## config.mk

```make
export PLATFORM = sky130hd
export DESIGN_NAME = fir_coef_bank_ctrl
export DESIGN_NICKNAME = d
export VERILOG_FILES = /design/src/rtl/fir_coef_bank_ctrl.sv
export SDC_FILE = /design/constraint.sdc
export NUM_CORES = 1
export LEC_CHECK = 0
export ABC_CLOCK_PERIOD_IN_PS = 15700
export CORE_UTILIZATION = 41
export CTS_CLUSTER_DIAMETER = 50
export DETAILED_ROUTE_END_ITERATION = 10
export SYNTH_ARGS = -nofsm -noshare
export SYNTH_HDL_FRONTEND = slang
export SYNTH_SLANG_ARGS = --single-unit
```

## constraint.sdc

```tcl
create_clock -name clk_100MHz_i -period 15.7 [get_ports clk_100MHz_i]
set_input_delay 1.57 -clock clk_100MHz_i [delete_from_list [all_inputs] [get_ports clk_100MHz_i]]
set_output_delay 1.57 -clock clk_100MHz_i [all_outputs]
set_load 0.01 [all_outputs]
```

## src/rtl/fir_coef_bank_ctrl.sv

```systemverilog
// fir_coef_bank_ctrl: double-buffered FIR coefficient bank with button-driven loading and sample-aligned swap
module fir_coef_bank_ctrl #(
  parameter int N_TAPS = 16,
  parameter int COEF_W = 12,
  parameter bit SWAP_ON_TICK = 1
) (
  input  logic                       clk_100MHz_i,
  input  logic                       rst_i,
  input  logic                       load_start_i,
  input  logic [COEF_W-1:0]          coef_i,
  input  logic                       coef_strobe_i,
  input  logic                       sym_i,
  input  logic                       sample_tick_i,
  output logic [N_TAPS*COEF_W-1:0]   coefs_o,
  output logic                       loading_o,
  output logic                       load_done_o,
  output logic                       bank_sel_o,
  output logic [$clog2(N_TAPS+1)-1:0] coef_cnt_o,
  output logic                       err_o
);
  localparam int CW = $clog2(N_TAPS + 1);
  localparam int IW = $clog2(N_TAPS);
  localparam logic [CW-1:0] FULL = CW'(N_TAPS);
  localparam logic [CW-1:0] HALF = CW'(N_TAPS / 2);
  typedef enum logic [1:0] {IDLE, LOAD, WAIT_SWAP} state_t;
  state_t st, st_n;
  logic [COEF_W-1:0] bank [2][N_TAPS];
  logic start_s1, start_s2, start_d, start_arm;
  logic strb_s1, strb_s2, strb_d, strb_arm;
  logic [1:0] rdy;
  logic sym, sym_n, err_n, wr, swap, last;
  logic [CW-1:0] cnt_n;
  logic [IW-1:0] idx, mir;
  logic start_e, strb_e, wsel;
  // arm only after a genuine low sample, so a level held across reset release is ignored
  always_ff @(posedge clk_100MHz_i or posedge rst_i)
    if (rst_i) begin
      {start_s1, start_s2, start_d, start_arm} <= '0;
      {strb_s1, strb_s2, strb_d, strb_arm} <= '0;
      rdy <= '0;
    end else begin
      {start_s1, start_s2, start_d} <= {load_start_i, start_s1, start_s2};
      {strb_s1, strb_s2, strb_d} <= {coef_strobe_i, strb_s1, strb_s2};
      rdy <= {rdy[0], 1'b1};
      start_arm <= start_arm | (rdy[1] & ~start_s2);
      strb_arm <= strb_arm | (rdy[1] & ~strb_s2);
    end
  assign start_e = start_s2 & ~start_d & start_arm;
  assign strb_e = strb_s2 & ~strb_d & strb_arm;
  assign idx = coef_cnt_o[IW-1:0];
  assign mir = IW'(N_TAPS - 1) - idx;
  assign wsel = ~bank_sel_o;
  assign last = (coef_cnt_o + CW'(1)) == (sym ? HALF : FULL);
  assign loading_o = st != IDLE;
  always_comb begin
    st_n = st;
    cnt_n = coef_cnt_o;
    err_n = err_o;
    sym_n = sym;
    wr = 1'b0;
    swap = 1'b0;
    if (start_e) begin
      st_n = LOAD;
      cnt_n = '0;
      sym_n = sym_i;
      err_n = st != IDLE;
    end else begin
      if (strb_e && st == LOAD) begin
        wr = 1'b1;
        cnt_n = coef_cnt_o + CW'(1);
        st_n = last ? WAIT_SWAP : LOAD;
      end
      if (strb_e && st != LOAD) err_n = 1'b1;
      if (st == WAIT_SWAP && (!SWAP_ON_TICK || sample_tick_i)) begin
        swap = 1'b1;
        st_n = IDLE;
      end
    end
  end
  always_ff @(posedge clk_100MHz_i or posedge rst_i)
    if (rst_i) begin
      st <= IDLE;
      coef_cnt_o <= '0;
      err_o <= 1'b0;
      sym <= 1'b0;
      bank_sel_o <= 1'b0;
      load_done_o <= 1'b0;
      for (int b = 0; b < 2; b++)
        for (int t = 0; t < N_TAPS; t++)
          bank[b][t] <= '0;
    end else begin
      st <= st_n;
      coef_cnt_o <= cnt_n;
      err_o <= err_n;
      sym <= sym_n;
      bank_sel_o <= bank_sel_o ^ swap;
      load_done_o <= swap;
      if (wr) bank[wsel][idx] <= coef_i;
      if (wr && sym) bank[wsel][mir] <= coef_i;
    end
  for (genvar k = 0; k < N_TAPS; k++) begin : g_out
    assign coefs_o[k*COEF_W +: COEF_W] = bank[bank_sel_o][k];
  end
endmodule

```

* Yosys cells after proc, flatten, opt, wreduce, memory -nomap -nowiden
Cells that the tools add are included.
Cells by class: order comparisons 7, $add $sub $neg 2, divide/modulo/power cells 0, shifts and indexed selects 0, eq/ne operators 4, reductions and logical operators 11, multiplexer cells 28, bitwise logic cells 18, multipliers 0
Operator list (number):
- 192-bit 2-to-1 mux | 5
- 384-bit bitwise mux | 2
- 384-bit 2-to-1 mux | 2
- 192-bit demux with 1-bit select | 2
- 12-bit demux with 4-bit select | 2
- 12-bit 2-to-1 mux | 2
- 5-bit 2-to-1 mux | 3
- 5-bit >= comparator (second input constant) | 2
- 5-bit by 1-bit < comparator with 1-bit output (second input constant) | 2
- 4-bit NOT with 5-bit output | 2
- 2-bit 2-to-1 mux | 4
- 1-bit logical AND | 7
- 1-bit bitwise AND | 6
- 1-bit 2-to-1 mux | 6
- 2-bit nonzero test | 3
- 5-bit by 1-bit adder with 5-bit output (second input constant) | 1
- 5-bit equality test | 1
- 1-bit NOT | 5
- 2-bit >= comparator (second input constant) | 2
- 1-bit NOT with 2-bit output | 2
- 4-bit subtractor (first input constant) | 1
- 3-bit nonzero test | 1
- 2-bit by 1-bit equality test with 1-bit output (second input constant) | 1
- 2-bit equality test (second input constant) | 1
- other kinds (4) | 5
Storage, ports and cells: RAM bits 0, memories 0, input port bits 18, latch bits 0, logic and storage cells 117, bits in read-only memories 0, output and inout port bits 201, register bits 405

* Logic depth before layout (Yosys ltp)
depth in word-level cells 11, gate-level depth with buffers 8, gate-level depth less buffers 6

* Worst setup path after synthesis
OpenSTA, ideal clock, no wires.
kind reg-to-output, start point reg bank_sel_o, end point out coefs_o[100], cell stages (with the launch flop) 5, path buffers 3, setup slack 12.541 ns, arrival 1.589 ns, data required time 14.130 ns, cell sequence dfrtp_1 buf_2 clkbuf_1 clkbuf_1 mux2_2
Between the ends: longest elaborated chain between the ends 4
Ends and longest elaborated chain:
- start: declaration | line 17 | output logic bank_sel_o,
- start signal: assignment | line 96 | bank_sel_o <= bank_sel_o ^ swap;
- 1-bit NOT with 2-bit output (implied by the code) | line 102 | assign coefs_o[k*COEF_W +: COEF_W] = bank[bank_sel_o][k];
- 192-bit 2-to-1 mux (3 in series)
- end: declaration | line 14 | output logic [N_TAPS*COEF_W-1:0] coefs_o,
Every way passes these cells. The select of a mux whose other input is x is not followed.

* Worst setup path after layout
start point reg bank_sel_o, end point out coefs_o[60]
Same word-level chain as after synthesis.

==> run summary <==
CTS tree: done
Post-Syn Area: 0.01800 mm^2
Final Hold Slack: 348.3 ps
fmax: 0.1914 GHz
total setup buffers inserted after CTS: 0
skew final: 18.17 ps
GRT Residual Overflow: 0
Max stage delay on crit path: 830 ps
fin. max-slew vios: 0
Max H-tree Level: 2
Tcrit/Tclk final: 0.3328
WP depth: 4
drt pass-1 iters: 4
hold depth: 0
Worst path slowest cell: dfrtp_4
ant diodes: 0
Hold Startpoint: start_s1
Worst Path Buf+Inv: 3
MaxCap Viol Count: 0
Ys Warns: 0
DIE HEIGHT: 211.5 um
final antenna-violating net count: 0
FF-to-FF Start: bank_sel_o
pin count of the biggest net entering global routing: 123
Hold Crit Class: register to register
main area contributors after synthesis: dfrtp_1 (56%), mux2_2 (30%), mux2_1 (5.1%)
commonest non-fill, non-tap cells in the layout: mux2_2 (475), dfrtp_1 (404), clkdlybuf4s50_1 (214), mux2_1 (82), clkbuf_16 (51)
area leader, netlist: dfrtp_1
DR vias: 10400
Die W: 211.5 um
Async S/R FF share, synth: 1.000
Synth Net Count: 1234
Synth Flop Type: dfrtp_1
Syn Area/Cell: 14.86 um^2
PwrDens: 156.1 mW/mm^2
number of synthesized flops with an enable pin: 0
Core ar.: 0.04317 mm^2
clk buf depth: 3
RSZ-0062 raised after global routing: no
number of global-route vias before repair: 10940
CP Capture Type: primary output
hold worst-path end: start_s2
nets@finish: 1421
Worst-Margin Slew: 1051 ps
Slew headroom: 0.2993
Leak: 9.291 nW
cell chain of the critical path: buf_4 -> buf_4 -> mux2_2 -> clkdlybuf4s50_1
GR Util All Layers: 0.2067
1st-iter DRT viols: 400
Hold Fails Final Rpt: 0
Max IR drop VDD: 81.82 uV
port bufs: 218
TritonCTS buffer count: 49
delay-heaviest family, CP: buffers and inverters
half-perimeter wire length after detailed placement: 28360 um
Final Setup Violations: 0
total negative slack: 0 ps
CTS clock-pin slew for the worst setup and hold paths: 60 ps
global-route wire length before repair: 68860 um
most common cell after layout, fill and taps aside: mux2_2
r2r endpoint: bank[303]
die area: 0.04474 mm^2
Yosys top cell area share: 0.5630
worst-path fanout max: 46
Site Rows: 76
gp weighted congestion: 0.7532
initial antenna violation count: 1
starting density of the core: 0.4169
Yosys cell types: 40
CTS Sinks: 405
Clock Tree Root: clkbuf_16
DRC Markers: 0
CP required: 14130 ps
flops & latches, synth: 405
CP Class: register to primary output
WP data arrival: 3650 ps
Startpoint Class: register
top-level port count: 219
Routed WL: 45380 um
WL/cell: 22.53 um
minimum clock period: 5225 ps
insertion delay to the later sink of the worst-skew pair: 580 ps
FF-to-FF path depth: 6
via density per instance: 5.161
post-cts resize count: 0
status: completed
Area Growth Syn to Fin: 23.33%
R2R Setup Slk: 11190 ps
Mapped Cells: 1211
hold-fix buffer count after cts: 0
layout cells sized above 1: 0.4255
most frequent CP cell: buf_4
sequential cell area fraction in the yosys report: 0.5630
power breakdown:
group	internal, mW	total, mW	leakage (nW)	switching (mW)
clock	0.701	1.13	0.799	0.431
sequential	1.25	1.36	4.78	0.113
combinational	0.579	0.969	3.71	0.390
total	2.53	3.46	9.29	0.934
cells by family (layout without fill, tap and decap cells):
| family | after synthesis | count (layout) | synth area share |
|---|---|---|---|
| buf+inv | 108 | 326 | 0.02850 |
| simple gates | 85 | 85 | 0.02635 |
| mux | 580 | 580 | 0.3665 |
| fa+ha+maj | 5 | 5 | 0.003476 |
| flops | 405 | 405 | 0.5630 |
| compound gates | 19 | 19 | 0.007993 |
| xor+xnor | 8 | 8 | 0.003893 |
| other cells | 1 | 1 | 0.0002083 |
metal layers:
layer | track usage | wire length, um | up-vias
met5 | 0 | 0 | -
li1 | - | - | 4671
met2 | 0.3275 | 21210 | 209
met3 | 0.04465 | 2539 | 48
met1 | 0.2903 | 20980 | 5467
met4 | 0.04623 | 651 | 0
per-stage QoR:
stage          instances  instance area, um^2  power [mW]  utilization  setup slack, ps
2_1_floorplan       1211                18000       1.887            -             2864
3_3_place_gp        1932                20570       2.347       0.4765            11050
3_5_place_dp        1932                20570       2.362       0.4765            11030
4_1_cts             2014                22200       3.516       0.5142            10410
5_1_grt             2014                22200       3.631       0.5142            10300
6_report            2014                22200       3.465       0.5142            10480
Yosys cell counts (6+ instances only):
cell type  number
buf_2          26
buf_6           8
clkbuf_1       61
dfrtp_1       405
inv_1           8
mux2_1         82
mux2_2        475
mux2_4         19
nand2_1        26
nand2_2        10
nand2b_1        6
nand3_1        10
nor2_1         10
layout make-up:
type / instances / area (um^2)
clock buffers: 69 / 1444
clock inverters: 13 / 182.7
fillers: 3714 / 20970
inverters: 8 / 37.54
multi-input cells: 698 / 7367
flip-flops and latches: 405 / 10140
well taps: 585 / 732.0
repair buffers: 236 / 2297
registers in the layout, indices dropped and copies added, names as in the netlist:
| name | count |
|---|---|
| start_s1 | 1 |
| load_done_o | 1 |
| start_s2 | 1 |
| start_arm | 1 |
| err_o | 1 |
| strb_d | 1 |
| strb_s1 | 1 |
| bank_sel_o | 1 |
| coef_cnt_o | 5 |
| strb_s2 | 1 |
| st | 2 |
| bank | 384 |
| rdy | 2 |
| sym | 1 |
| start_d | 1 |
| strb_arm | 1 |
worst max path at each step:
stage | slack (ps) | end | startpoint
5_1_grt | 10300 | coefs_o[0] | bank_sel_o
6_report | 10480 | coefs_o[60] | bank_sel_o
3_3_place_gp | 11050 | coefs_o[73] | bank_sel_o
2_1_floorplan | 2860 | bank[0] | rst_i
4_1_cts | 10410 | coefs_o[24] | bank_sel_o
3_5_place_dp | 11030 | bank[72] | rst_i
Note: power is estimated with default switching activity, not from simulation.
